## config.mk

```make
export PLATFORM = sky130hd
export DESIGN_NAME = imem_loader
export DESIGN_NICKNAME = d
export VERILOG_FILES = /design/src/rtl/loader_pkg.sv /design/src/rtl/loader_word_assembler.sv /design/src/rtl/imem_loader.sv
export SDC_FILE = /design/constraint.sdc
export NUM_CORES = 1
export LEC_CHECK = 0
export ABC_AREA = 1
export BUFFER_PORTS_ARGS = -buffer_cell sky130_fd_sc_hd__buf_2
export CORE_MARGIN = 2
export CORE_UTILIZATION = 40
export DETAILED_ROUTE_END_ITERATION = 8
export PLACE_DENSITY_LB_ADDON = 0.3
export SYNTH_ARGS = -nofsm -noshare
export SYNTH_HDL_FRONTEND = slang
export SYNTH_HIERARCHICAL = 1
export SYNTH_SLANG_ARGS = --single-unit
```

## constraint.sdc

```tcl
create_clock -name clk -period 1.7 [get_ports clk]
set_input_delay 0.085 -clock clk [delete_from_list [all_inputs] [get_ports clk]]
set_output_delay 0.085 -clock clk [all_outputs]
set_load 0.1 [all_outputs]
```

## src/rtl/loader_pkg.sv

```systemverilog
// Shared constants for the instruction-memory byte-stream loader.
package loader_pkg;

    localparam int DEPTH_WORDS_DEF = 64;
    localparam int HDR_W           = 16;

    localparam logic [2:0] ST_IDLE  = 3'd0;
    localparam logic [2:0] ST_HDR0  = 3'd1;
    localparam logic [2:0] ST_HDR1  = 3'd2;
    localparam logic [2:0] ST_DATA  = 3'd3;
    localparam logic [2:0] ST_WRITE = 3'd4;
    localparam logic [2:0] ST_CSUM  = 3'd5;
    localparam logic [2:0] ST_DONE  = 3'd6;
    localparam logic [2:0] ST_ERR   = 3'd7;

endpackage

```

## src/rtl/loader_word_assembler.sv

```systemverilog
// Packs four little-endian bytes into a word and keeps a running XOR checksum.
module loader_word_assembler (
    input  logic        clk,
    input  logic        reset,
    input  logic        clear_i,
    input  logic        shift_i,
    input  logic [7:0]  byte_i,
    output logic [31:0] word_o,
    output logic        last_o,
    output logic [7:0]  csum_o
);

    logic [1:0]  cnt_q,  cnt_d;
    logic [31:0] word_q, word_d;
    logic [7:0]  csum_q, csum_d;

    // Bytes shift in from the top so byte k ends up in bits [8k+7:8k].
    always_comb begin
        cnt_d  = cnt_q;
        word_d = word_q;
        csum_d = csum_q;
        if (clear_i) begin
            cnt_d  = '0;
            word_d = '0;
            csum_d = '0;
        end else if (shift_i) begin
            cnt_d  = cnt_q + 2'd1;
            word_d = {byte_i, word_q[31:8]};
            csum_d = csum_q ^ byte_i;
        end
    end

    always_ff @(posedge clk) begin
        if (reset) begin
            cnt_q  <= '0;
            word_q <= '0;
            csum_q <= '0;
        end else begin
            cnt_q  <= cnt_d;
            word_q <= word_d;
            csum_q <= csum_d;
        end
    end

    assign word_o = {byte_i, word_q[31:8]};
    assign last_o = (cnt_q == 2'd3);
    assign csum_o = csum_q;

endmodule

```

## src/rtl/imem_loader.sv

```systemverilog
// Loads a framed byte stream (count header, data words, XOR checksum) into
// instruction memory and releases the core only after a good load.
module imem_loader
    import loader_pkg::*;
#(
    parameter int DEPTH_WORDS = DEPTH_WORDS_DEF
) (
    input  logic        clk,
    input  logic        reset,
    input  logic        start,
    input  logic        in_valid,
    input  logic [7:0]  in_data,
    output logic        in_ready,
    output logic        imem_we,
    output logic [31:0] imem_addr,
    output logic [31:0] imem_wd,
    output logic        core_reset,
    output logic        done,
    output logic        error
);

    logic [2:0]       state_q, state_d;
    logic [HDR_W-1:0] n_q, n_d;
    logic [HDR_W-1:0] idx_q, idx_d;
    logic [31:0]      addr_q, addr_d;
    logic [31:0]      wd_q, wd_d;
    logic [HDR_W-1:0] n_full;
    logic             xfer, asm_clr, asm_shift, asm_last;
    logic [31:0]      asm_word;
    logic [7:0]       asm_csum;

    assign in_ready = (state_q == ST_HDR0) || (state_q == ST_HDR1) ||
                      (state_q == ST_DATA) || (state_q == ST_CSUM);
    assign xfer     = in_valid & in_ready;
    assign n_full   = {in_data, n_q[7:0]};

    loader_word_assembler u_asm (
        .clk     (clk),
        .reset   (reset),
        .clear_i (asm_clr),
        .shift_i (asm_shift),
        .byte_i  (in_data),
        .word_o  (asm_word),
        .last_o  (asm_last),
        .csum_o  (asm_csum)
    );

    always_comb begin
        state_d   = state_q;
        n_d       = n_q;
        idx_d     = idx_q;
        addr_d    = addr_q;
        wd_d      = wd_q;
        asm_clr   = 1'b0;
        asm_shift = 1'b0;
        case (state_q)
            ST_IDLE, ST_DONE, ST_ERR: begin
                if (start) begin
                    state_d = ST_HDR0;
                    n_d     = '0;
                    idx_d   = '0;
                    asm_clr = 1'b1;
                end
            end
            ST_HDR0: if (xfer) begin
                n_d     = {8'h00, in_data};
                state_d = ST_HDR1;
            end
            ST_HDR1: if (xfer) begin
                n_d     = n_full;
                state_d = (n_full == '0 || {16'h0, n_full} > $unsigned(DEPTH_WORDS))
                          ? ST_ERR : ST_DATA;
            end
            ST_DATA: if (xfer) begin
                asm_shift = 1'b1;
                // Latch address/data on the 4th byte so they are valid during WRITE.
                if (asm_last) begin
                    addr_d  = {14'h0, idx_q, 2'b00};
                    wd_d    = asm_word;
                    state_d = ST_WRITE;
                end
            end
            ST_WRITE: begin
                idx_d   = idx_q + 1'b1;
                state_d = (idx_q == n_q - 1'b1) ? ST_CSUM : ST_DATA;
            end
            ST_CSUM: if (xfer) begin
                state_d = (in_data == asm_csum) ? ST_DONE : ST_ERR;
            end
            default: state_d = ST_IDLE;
        endcase
    end

    always_ff @(posedge clk) begin
        if (reset) begin
            state_q <= ST_IDLE;
            n_q     <= '0;
            idx_q   <= '0;
            addr_q  <= '0;
            wd_q    <= '0;
        end else begin
            state_q <= state_d;
            n_q     <= n_d;
            idx_q   <= idx_d;
            addr_q  <= addr_d;
            wd_q    <= wd_d;
        end
    end

    assign imem_we    = (state_q == ST_WRITE);
    assign imem_addr  = addr_q;
    assign imem_wd    = wd_q;
    assign done       = (state_q == ST_DONE);
    assign error      = (state_q == ST_ERR);
    assign core_reset = (state_q != ST_DONE);

endmodule

```

# Word level (Yosys, flattened, before mapping)
# Cells that the tools add are included.
[totals]
regBits = 125
latch_bits = 0
ram_bits = 0
mem_bits_ro = 0
in_bits = 12
out_inout_bits = 69
wordCells = 68
mem_count = 0
[classes]
add_sub_neg = 3
mul = 0
div = 0
magnitude_cmp = 1
n_eq_ne = 17
n_shift = 0
mux = 19
bitwise = 3
reduce_logical = 16
[op_table]
columns = ["operator", "n"]
rows = [
  ["$mux 16", 3],
  ["$pmux 16 s3", 1],
  ["$pmux 16 s2", 1],
  ["$mux 3", 8],
  ["$pmux 3 s6", 1],
  ["$add 16x1->16 const B", 1],
  ["$eq 16x16->1", 1],
  ["$gt 16x7->1 const B", 1],
  ["$logic_not 16->1", 1],
  ["$sub 16x1->16 const B", 1],
  ["$eq 3x3->1 const B", 4],
  ["$ne 2x2->1 const B", 6],
  ["$eq 8x8->1", 1],
  ["$reduce_and 4->1", 2],
  ["$xor 8x8->8", 1],
  ["$eq 3x2->1 const B", 2],
  ["$reduce_and 6->1", 1],
  ["$mux 1", 5],
  ["$logic_or 1x1->1", 4],
  ["$reduce_bool 2->1", 2],
  ["$eq 3x1->1 const B", 1],
  ["$logic_not 3->1", 1],
  ["$ne 3x3->1 const B", 1],
  ["$reduce_and 3->1", 1],
  ["other kinds (8)", 8],
]

# Longest topological paths before layout
# Gate-level depths: netlist of run 1.
[depth]
word_depth = 7
depth_mapped = 16
depth_no_buf = 16

# By module
# Netlist of run 1, hierarchy kept.
[by_module_without_submodules]
columns = ["module", "n_inst", "cells_each", "area_per_inst_um2", "seq_area_each_um2"]
rows = [
  ["imem_loader", 1, 608, 4254.1, 1661.6],
  ["loader_word_assembler", 1, 166, 1388.8, 680.7],
]

# Least setup slack after synthesis of run 1
# Ideal clock, no wire load.
[synth_timing]
path_type = "flip-flop to output port"
from = "register state_q[2]"
to = "output port core_reset"
arrival_time_ns = 2.708
t_required_ns = 1.615
setup_slack_ns = -1.093
path_stages_with_launch = 5
path_buffers = 1
path_cell_list = "dfxtp_1 -> buf_4 -> nand2_1 -> nor2_1 -> inv_1"
[synth_between]
elab_chain_len = 1
[synth_rtl]
columns = ["item", "line_no", "text"]
rows = [
  ["start: declaration", "imem_loader.sv:22", "logic [2:0] state_q, state_d;"],
  ["start signal: assignment", "imem_loader.sv:102", "state_q <= state_d;"],
  ["$ne 3x3->1", "imem_loader.sv:115", "assign core_reset = (state_q != ST_DONE);"],
  ["end: declaration", "imem_loader.sv:17", "output logic core_reset,"],
]
# No other way between the ends.

# Worst setup path in the final report of run 1
[layout_timing]
from = "register n_q[1]"
to = "register state_q[1]"
[layout_between]
elab_chain_len = 4
[layout_rtl]
columns = ["item", "line_no", "text"]
rows = [
  ["start: declaration", "imem_loader.sv:23", "logic [HDR_W-1:0] n_q, n_d;"],
  ["start signal: assignment", "imem_loader.sv:103", "n_q <= n_d;"],
  ["$sub 16x1->16", "imem_loader.sv:85", "state_d = (idx_q == n_q - 1'b1) ? ST_CSUM : ST_DATA;"],
  ["$eq 16x16->1", "imem_loader.sv:85", ""],
  ["$mux 3", "imem_loader.sv:85", ""],
  ["$pmux 3 s6", "imem_loader.sv:56", "case (state_q)"],
]
# No other way between the ends.
# A chain may end at the register's enable or synchronous reset.

==> results_dict.tcl, run 1 <==
set metrics [dict create \
    outcome "finished, violations left" \
    violations "negative setup slack" \
    cts.reportedPaths.clkPinSlew_ps 60 \
    io_buffers 64 \
    ys.flop_type "dfxtp_1" \
    ys_seq_elements 117 \
    power.switching_uw 4230 \
    skew_ps 15.93 \
    ys_warn_count 6 \
    seq_area_frac_synth_pct 41.51 \
    max-cap-violations 0 \
    avgSynthCellArea_um2 7.291 \
    hold_ws_ps 35.60 \
    cp-end-kind "register" \
    finalCritPeriodShare_pct 104.9 \
    final_common_cell "nand2_1" \
    dieArea_um2 15070 \
    num_vias 5339 \
    netlist_instances 774 \
    critical_path_arrival_ps 2090 \
    crit_type "reg2reg" \
    fin_crit_ps 1782 \
    yosysTopAreaCell "dfxtp_1" \
    grt_pass1_wl_um 22850 \
    clockBufferDepth 2 \
    die_w_um 122.8 \
    synth_edf_count 0 \
    fin_ws_ps -82.46 \
    root_buffer "clkbuf_16" \
    utilization_pct 53.61 \
    path_max_fanout 4 \
    ys_types 44 \
    grt_max_degree 59 \
    powerDensity_nw_per_um2 1493 \
    p_leak_uw 0.003087 \
    drc 0 \
    layout_common_cells "nand2_1 (144), nor2_1 (107), dfxtp_1 (107), buf_4 (72), buf_2 (62)" \
    fp.coreArea_um2 13830 \
    gp_congestion 0.8783 \
    htreeDepth 4 \
    final_area_um2 7412 \
    rsz0062_at_grt "true" \
    critPathLaunchType "register" \
    antenna_found_initial 0 \
    fp-row-count 43 \
    area_delta_synth_final_pct 31.35 \
    fillCellCount 1313 \
    antennaDiodeCount 0 \
    synthArstFlopShare_pct 0 \
    clock_latency_ps 430 \
    hold_viol 0 \
    final-max-slew-violation-count 0 \
    p_int_uw 6834 \
    ant_nets 0 \
    cts_buffers 17 \
    dp_hpwl_um 9865 \
    cts_sinks 117 \
    drt-pass1-iter-count 4 \
    vias_per_cell 4.876 \
    peakVddDrop_uv 1266 \
    fp.dieH_um 122.8 \
    p_clk_share_pct 30.4 \
    worstHoldPathType "in2reg" \
    max_freq_ghz 0.5610 \
    cp.required_ps 2000 \
    post_drt_wl_per_cell_um 13.20 \
    swShare_pct 38.23 \
    drt_wl_total_um 14450 \
    track_usage_pct 19.50 \
    first_global_vias 4784 \
    drt_iter0_drc 366 \
    pin_count 81 \
    nNetsFinal 917 \
    grt_overflow_total 0 \
    cts_hold_buf 0 \
    power_frac_comb_pct 41.5 \
    initial_utilization_pct 40.81 \
    synth.area.top_cells "dfxtp_1 (42%), nand2_1 (9.9%), nor2_1 (8.4%)" \
    seq_power_share_pct 28.1 \
    syn_area_um2 5643 \
    yosys.area.top_type_share_pct 41.51 \
    cts_tree "done" \
    setup_viol 3 \
    drive_gt1_share_pct 30.82 \
    placed_cell_area_um2 6550 \
]
-- final timing paths --
kind	cells after the start	startpoint	end	slack, ps
hold reg to reg	2	u_asm/word_q[9]$_SDFFE_PP0P_	u_asm/word_q[9]$_SDFFE_PP0P_	460
setup / recovery	15	n_q[1]$_SDFFE_PP0P_	state_q[1]$_SDFFE_PP0P_	-80
hold / removal	3	in_data[1]	u_asm/word_q[25]$_SDFFE_PP0P_	40
setup reg to reg	15	n_q[1]$_SDFFE_PP0P_	state_q[1]$_SDFFE_PP0P_	-80
-- synthesized netlist by cell type (all sizes together) (2+ instances only) --
cell    count
xor2        7
buf        44
a211oi     17
a21oi      80
nand2     156
o21ai      64
nor3        6
nor2      134
nor4        3
nand3      40
inv        64
clkbuf     11
or2         3
ha          3
nand4       5
o31ai       2
xnor2       6
dfxtp     117
-- cell families (layout without fill, tap and decap cells) --
| logic type | Yosys count | after routing | synth area share [%] |
|---|---|---|---|
| compound gates | 170 | 170 | 18.25 |
| xor+xnor | 14 | 14 | 2.417 |
| fa+ha+maj | 3 | 3 | 0.6653 |
| buf+inv | 120 | 243 | 10.75 |
| flops | 117 | 117 | 41.51 |
| other cells | 1 | 16 | 0.06646 |
| simple gates | 349 | 352 | 26.34 |
-- state kept, by name (all words and copies together) (netlist names) --
signal,flops
idx_q,16
imem_addr,16
imem_wd,32
n_q,16
state_q,3
u_asm/cnt_q,2
u_asm/csum_o,8
u_asm/word_q,24
-- power by group through the flow --
stage	Sequential [uW]	Clock, uW	Combinational, uW
6_report	3110	3360	4590
5_1_grt	3130	3560	5050
4_1_cts	3080	3430	4170
3_5_place_dp	3130	0	4050
3_3_place_gp	3130	0	4010
2_1_floorplan	3110	0	2900
-- worst max-delay path, cell delays in order (launching register included) --
cell and delay, ps:
dfxtp_2 350, inv_2 50, ha_4 170, or2_1 230, nand3_1 80, nand2_1 50
nor2_1 110, nand2_1 80, nor2_2 110, nand2_1 60, nor2_1 80, nand3_1 80
nand2_1 60, nand2_1 40, nand2_1 70, a21oi_2 50
-- layout make-up --
cell class | instances | area [um2] | area share, %
inverters | 65 | 259.0 | 3.494
flip-flops and latches | 117 | 2357 | 31.80
multi-input cells | 555 | 2954 | 39.85
well taps | 180 | 225.2 | 3.038
clock buffers | 22 | 464.2 | 6.263
repair buffers | 146 | 1052 | 14.20
clock inverters | 10 | 100.1 | 1.350
-- per-layer routing --
| metal | track usage (%) | vias to the layer above | share of wire (%) |
|---|---|---|---|
| met2 | 31.53 | 112 | 47 |
| met1 | 25.29 | 2466 | 47 |
| met4 | 6.968 | 0 | 1.1 |
| li1 | - | 2747 | - |
| met5 | 0 | - | 0 |
| met3 | 4.693 | 14 | 4.7 |
-- through the flow --
step                setup WS, ps  total power [uW]  TNS (ps)  std cells
finish                    -82.46             11060    -159.0       1095
global route              -214.3             11750    -983.4       1095
CTS                       -69.00             10680    -171.1       1086
detailed placement        -150.6              7176    -628.6       1051
global placement          -97.18              7135    -287.8       1051
floorplan                 0.4603              6013         0        789
-- timing repair --
action                     in CTS  in global routing
setup buffers                   1                  7
cloned                          2                  2
pin swaps                      11                 17
setup endpoints to repair      20                 95
gates resized for setup        17                 46
Note: power is estimated with default switching activity, not from simulation.
==> inputs of run 2 (changes only) <==
--- a/config.mk
+++ b/config.mk
@@ -8,9 +8,10 @@
 export ABC_AREA = 1
 export BUFFER_PORTS_ARGS = -buffer_cell sky130_fd_sc_hd__buf_2
 export CORE_MARGIN = 2
-export CORE_UTILIZATION = 40
+export CORE_UTILIZATION = 34
+export CTS_BUF_LIST = sky130_fd_sc_hd__clkbuf_4 sky130_fd_sc_hd__clkbuf_8
 export DETAILED_ROUTE_END_ITERATION = 8
-export PLACE_DENSITY_LB_ADDON = 0.3
+export PLACE_DENSITY = 0.57
 export SYNTH_ARGS = -nofsm -noshare
 export SYNTH_HDL_FRONTEND = slang
 export SYNTH_HIERARCHICAL = 1
==> results_dict.tcl, run 2 (synthesized netlist as in run 1, its figures left out) <==
set metrics [dict create \
    max-cap-violations 0 \
    crit_top_cell "nand2_1" \
    crit_cells 15 \
    drt-pass1-iter-count 5 \
    clockBufferDepth 2 \
    ant_nets 0 \
    crit_family "simple AND/OR/NAND/NOR gates" \
    final_area_um2 7373 \
    root_buffer "clkbuf_8" \
    finalCritPeriodShare_pct 105.1 \
    fin_ws_ps -86.78 \
    powerDensity_nw_per_um2 1396 \
    layout_common_cells "nand2_1 (144), nor2_1 (110), dfxtp_1 (109), buf_4 (74), buf_2 (59)" \
    fp.coreArea_um2 16410 \
    peakVddDrop_uv 1489 \
    area_delta_synth_final_pct 30.67 \
    cts_buffers 17 \
    drive_gt1_share_pct 30.65 \
    hold_path_depth 3 \
    cp_cell_sequence "inv_2 > ha_4 > or2_1 > nand3_1 > nand2_1 > nor2_2 > nand2_1 > nor2_2 > nand2_1 > nor2_1 > nand3_1 > nand2_1 > nand2_1 > nand2_1 > a21oi_1" \
    dp_hpwl_um 10030 \
    outcome "finished, violations left" \
    num_vias 5290 \
    antennaDiodeCount 0 \
    cts_sinks 117 \
    cts.reportedPaths.clkPinSlew_ps 70 \
    critical_path_arrival_ps 2100 \
    fp.dieH_um 132.8 \
    drt_iter0_drc 347 \
    cp-end-kind "register" \
    drc 0 \
    final_common_cell "nand2_1" \
    utilization_pct 44.94 \
    p_leak_uw 0.003044 \
    final-max-slew-violation-count 0 \
    die_w_um 132.8 \
    skew_ps 12.23 \
    dieArea_um2 17640 \
    rsz0062_at_grt "true" \
    grt_max_degree 59 \
    htreeDepth 4 \
    cp.required_ps 2010 \
    ff2ff_path_depth 15 \
    gp_congestion 0.8560 \
    nNetsFinal 922 \
    fp-row-count 47 \
    io_buffers 64 \
    post_drt_wl_per_cell_um 12.85 \
    initial_utilization_pct 34.39 \
    worstHoldPathType "in2reg" \
    hold_viol 0 \
    worstMarginPinSlew_ps 735.1 \
    path_buf_inv 1 \
    fin_crit_ps 1787 \
    grt_overflow_total 0 \
    vias_per_cell 4.640 \
    violations "negative setup slack" \
    slew_headroom_pct 50.81 \
    antenna_found_initial 0 \
    drt_wl_total_um 14650 \
    path_max_fanout 4 \
    pin_count 81 \
    crit_type "reg2reg" \
    clock_latency_ps 440 \
    slowest_delay_ps 350 \
    max_freq_ghz 0.5597 \
    cp_slowest_cell "dfxtp_2" \
    grt_pass1_wl_um 23980 \
    largest_reg_flops 32 \
    track_usage_pct 16.99 \
    placed_cell_area_um2 6600 \
    fillCellCount 1713 \
    setup_viol 4 \
    cts_tree "done" \
    first_global_vias 4806 \
    critPathLaunchType "register" \
]
==> run 2: final timing paths <==
kind,from,end,slack [ps]
min,in_data[2],u_asm/word_q[26]$_SDFFE_PP0P_,30
max,n_q[1]$_SDFFE_PP0P_,state_q[1]$_SDFFE_PP0P_,-90
max reg2reg,n_q[1]$_SDFFE_PP0P_,state_q[1]$_SDFFE_PP0P_,-90
min reg2reg,u_asm/word_q[15]$_SDFFE_PP0P_,u_asm/word_q[15]$_SDFFE_PP0P_,460
==> run 2: what timing repair did <==
action,CTS,global route
setup endpoints to repair,37,71
resized for setup,22,46
endpoints found under the hold margin,4,0
hold buffers,4,0
gates cloned,2,0
setup buffers,4,7
pin swaps,11,23
==> run 2: per-layer routing <==
metal | GRT usage [%] | routed length, um
met2 | 27.06 | 6885
met5 | 0 | 0
met1 | 23.01 | 6900
met3 | 3.985 | 718
met4 | 4.839 | 150
==> run 2: area by class of cell <==
| class | count | area [um2] | area share (%) |
|---|---|---|---|
| inverter | 65 | 254.0 | 3.445 |
| tap | 220 | 275.3 | 3.733 |
| sequential | 117 | 2355 | 31.94 |
| clock buffer | 23 | 304.0 | 4.124 |
| clock inverter | 9 | 117.6 | 1.595 |
| timing repair buffer | 152 | 1117 | 15.15 |
| multi-input combinational | 554 | 2950 | 40.01 |
==> run 2: per-stage QoR <==
stage | instances | setup TNS, ps | hold WS, ps | worst slack [ps] | total power [uW]
CTS | 1133 | -212.1 | 3.947 | -110.1 | 10070
floorplan | 789 | 0 | 230.4 | 0.4603 | 6013
global placement | 1091 | -1750 | 448.1 | -111.7 | 7194
global route | 1140 | -1476 | 13.37 | -268.0 | 10990
detailed placement | 1091 | -1704 | 449.4 | -196.5 | 7212
finish | 1140 | -185.6 | 34.94 | -86.78 | 10290
==> run 2: worst register-to-register path: cells and delay by family (launching register included) <==
kind            cells  cell delay (ps)
compound gates      1               60
buf+inv             1               50
flops               1              350
simple gates       12             1040
fa+ha+maj           1              170
==> run 2: report_power, final <==
group / switching [uW] / leakage [uW] / internal [uW]
clock network: 1160 / 0.000206 / 1500
registers: 165 / 0.000949 / 2910
logic: 2760 / 0.00189 / 1790
total: 4090 / 0.00304 / 6200
==> inputs of run 3 (changes only) <==
--- a/config.mk
+++ b/config.mk
@@ -5,7 +5,6 @@
 export SDC_FILE = /design/constraint.sdc
 export NUM_CORES = 1
 export LEC_CHECK = 0
-export ABC_AREA = 1
 export BUFFER_PORTS_ARGS = -buffer_cell sky130_fd_sc_hd__buf_2
 export CORE_MARGIN = 2
 export CORE_UTILIZATION = 34
==> results_dict.tcl, run 3 <==
set metrics [dict create \
    ant_nets 0 \
    ys_seq_elements 117 \
    peakVddDrop_uv 580.9 \
    die_w_um 131.8 \
    drt_wl_total_um 14770 \
    setup_viol 8 \
    drt-pass1-iter-count 4 \
    vias_per_cell 4.909 \
    htreeDepth 4 \
    final_common_cell "nand2_1" \
    fillCellCount 1621 \
    drc 0 \
    max_freq_ghz 0.4398 \
    pin_count 81 \
    gp_congestion 0.8345 \
    track_usage_pct 17.29 \
    final-max-slew-violation-count 0 \
    num_vias 4997 \
    clock_latency_ps 450 \
    synth.area.top_cells "dfxtp_1 (42%), nand2_1 (8.5%), a21oi_1 (7.1%)" \
    cts_tree "done" \
    utilization_pct 45.40 \
    ys_types 57 \
    first_global_vias 5010 \
    hold_ws_ps 81.62 \
    netlist_instances 670 \
    drive_gt1_share_pct 28.68 \
    avgSynthCellArea_um2 8.286 \
    nNetsFinal 804 \
    grt-busiest-layer "met2" \
    cts.reportedPaths.clkPinSlew_ps 80 \
    globalRouteMet3Util_pct 4.652 \
    drt_iter0_drc 287 \
    synthArstFlopShare_pct 0 \
    path_max_fanout 3 \
    grt_max_degree 49 \
    skew_ps 13.08 \
    yosysTopAreaCell "dfxtp_1" \
    yosys.area.top_type_share_pct 42.19 \
    dieArea_um2 17370 \
    ys.flop_type "dfxtp_1" \
    stdcell_count 1018 \
    seq_area_frac_synth_pct 42.19 \
    synth.most_common_cell "nand2_1" \
    powerDensity_nw_per_um2 1196 \
    hold_viol 0 \
    cts_buffers 17 \
    violations "negative setup slack" \
    crit_type "reg2reg" \
    grt_pass1_wl_um 24220 \
    fp-row-count 46 \
    grt_use_met2_pct 30.10 \
    critPathLaunchType "register" \
    antennaDiodeCount 0 \
    cp-end-kind "register" \
    worstHoldPathType "in2reg" \
    max-cap-violations 0 \
    synth_common_cells "nand2_1 (125), dfxtp_1 (117), a21oi_1 (79), nor2_1 (50), clkbuf_1 (32)" \
    grtUsageMet1_pct 19.94 \
    io_buffers 64 \
    layout_common_cells "nand2_1 (122), dfxtp_1 (113), a21oi_1 (76), buf_4 (74), buf_2 (59)" \
    ys_warn_count 6 \
    grt_overflow_total 0 \
    cts_sinks 117 \
    fp.dieH_um 131.8 \
    finalCritPeriodShare_pct 133.7 \
    critical_path_arrival_ps 2600 \
    area_delta_synth_final_pct 30.38 \
    cp.required_ps 2020 \
    synth_edf_count 0 \
    post_drt_wl_per_cell_um 14.51 \
    dp_hpwl_um 10160 \
    syn_area_um2 5552 \
    initial_utilization_pct 34.82 \
    placed_cells 972 \
    clockBufferDepth 2 \
    fin_ws_ps -573.5 \
    largest_reg_flops 32 \
    fin_crit_ps 2274 \
    fp.coreArea_um2 15940 \
    outcome "finished, violations left" \
    p_leak_uw 0.002803 \
    root_buffer "clkbuf_8" \
    antenna_found_initial 0 \
    rsz0062_at_grt "true" \
]
==> run 3: path summary, 6_finish.rpt <==
kind,startpoint,slack [ps],cells after the start,endpoint
worst max-delay path,n_q[4]$_SDFFE_PP0P_,-570,7,state_q[1]$_SDFFE_PP0P_
worst min-delay path,in_data[1],80,4,u_asm/word_q[25]$_SDFFE_PP0P_
worst max register to register,n_q[4]$_SDFFE_PP0P_,-570,7,state_q[1]$_SDFFE_PP0P_
worst min register to register,imem_wd[12]$_SDFFE_PP0P_,450,2,imem_wd[12]$_SDFFE_PP0P_
==> run 3: area by class of cell <==
cell class,count,area [um2],area share [%]
clock inverters,13,171.4,2.368
well taps,216,270.3,3.734
flip-flops and latches,117,2347,32.43
repair buffers,155,1209,16.70
multi-input cells,487,2935,40.55
inverters,11,50.05,0.6914
clock buffers,19,255.2,3.526
==> run 3: stage by stage <==
stage	TNS, ps	total power [uW]	worst slack [ps]	area, um2
floorplan	-1072	4936	-478.2	5725
global placement	-1387	5681	-603.2	6571
detailed placement	-1359	5726	-583.7	6571
CTS	-1546	8668	-558.5	7182
global route	-2321	9090	-652.5	7238
finish	-1604	8658	-573.5	7238
==> run 3: kinds of logic after synthesis <==
kind of cell	Yosys count	share of synthesized area [%]
AND/OR/NAND/NOR	266	22.33
buffers and inverters	81	8.362
XOR/XNOR	33	5.206
other	1	0.06755
AO/OA/AOI/OAI	140	15.87
flip-flops	117	42.19
adder cells (fa/ha/maj)	3	0.6762
multiplexers	29	5.296
==> run 3: critical path: stages (launching register included) <==
cell,delay [ps]
dfxtp_2,330
or4_4,580
buf_6,160
nor3_4,110
o21ai_1,90
a221o_1,350
a2111oi_4,410
a211oi_2,130
==> run 3: metal layers <==
| layer | wire, um | vias up | share of wire, % |
|---|---|---|---|
| met2 | 7445 | 110 | 50 |
| met3 | 655 | 26 | 4.4 |
| met4 | 277 | 0 | 1.9 |
| li1 | - | 2509 | - |
| met5 | 0 | - | 0 |
| met1 | 6395 | 2352 | 43 |
==> run 3: where the power goes <==
part           switching [uW]  internal, uW  total (uW)  leakage, uW
Combinational            1720          1310        3030      0.00165
Clock                    1220          1520        2740     0.000211
Sequential               62.1          2820        2890     0.000945
==> run 3: what timing repair did <==
item                       4_1_cts  5_1_grt
setup endpoints to repair       15       47
buffers inserted                 6        0
hold buffers                     6        0
pin swaps                        8        4
resized for setup               11       10
hold endpoints to repair        15        0
gates cloned                     1        1
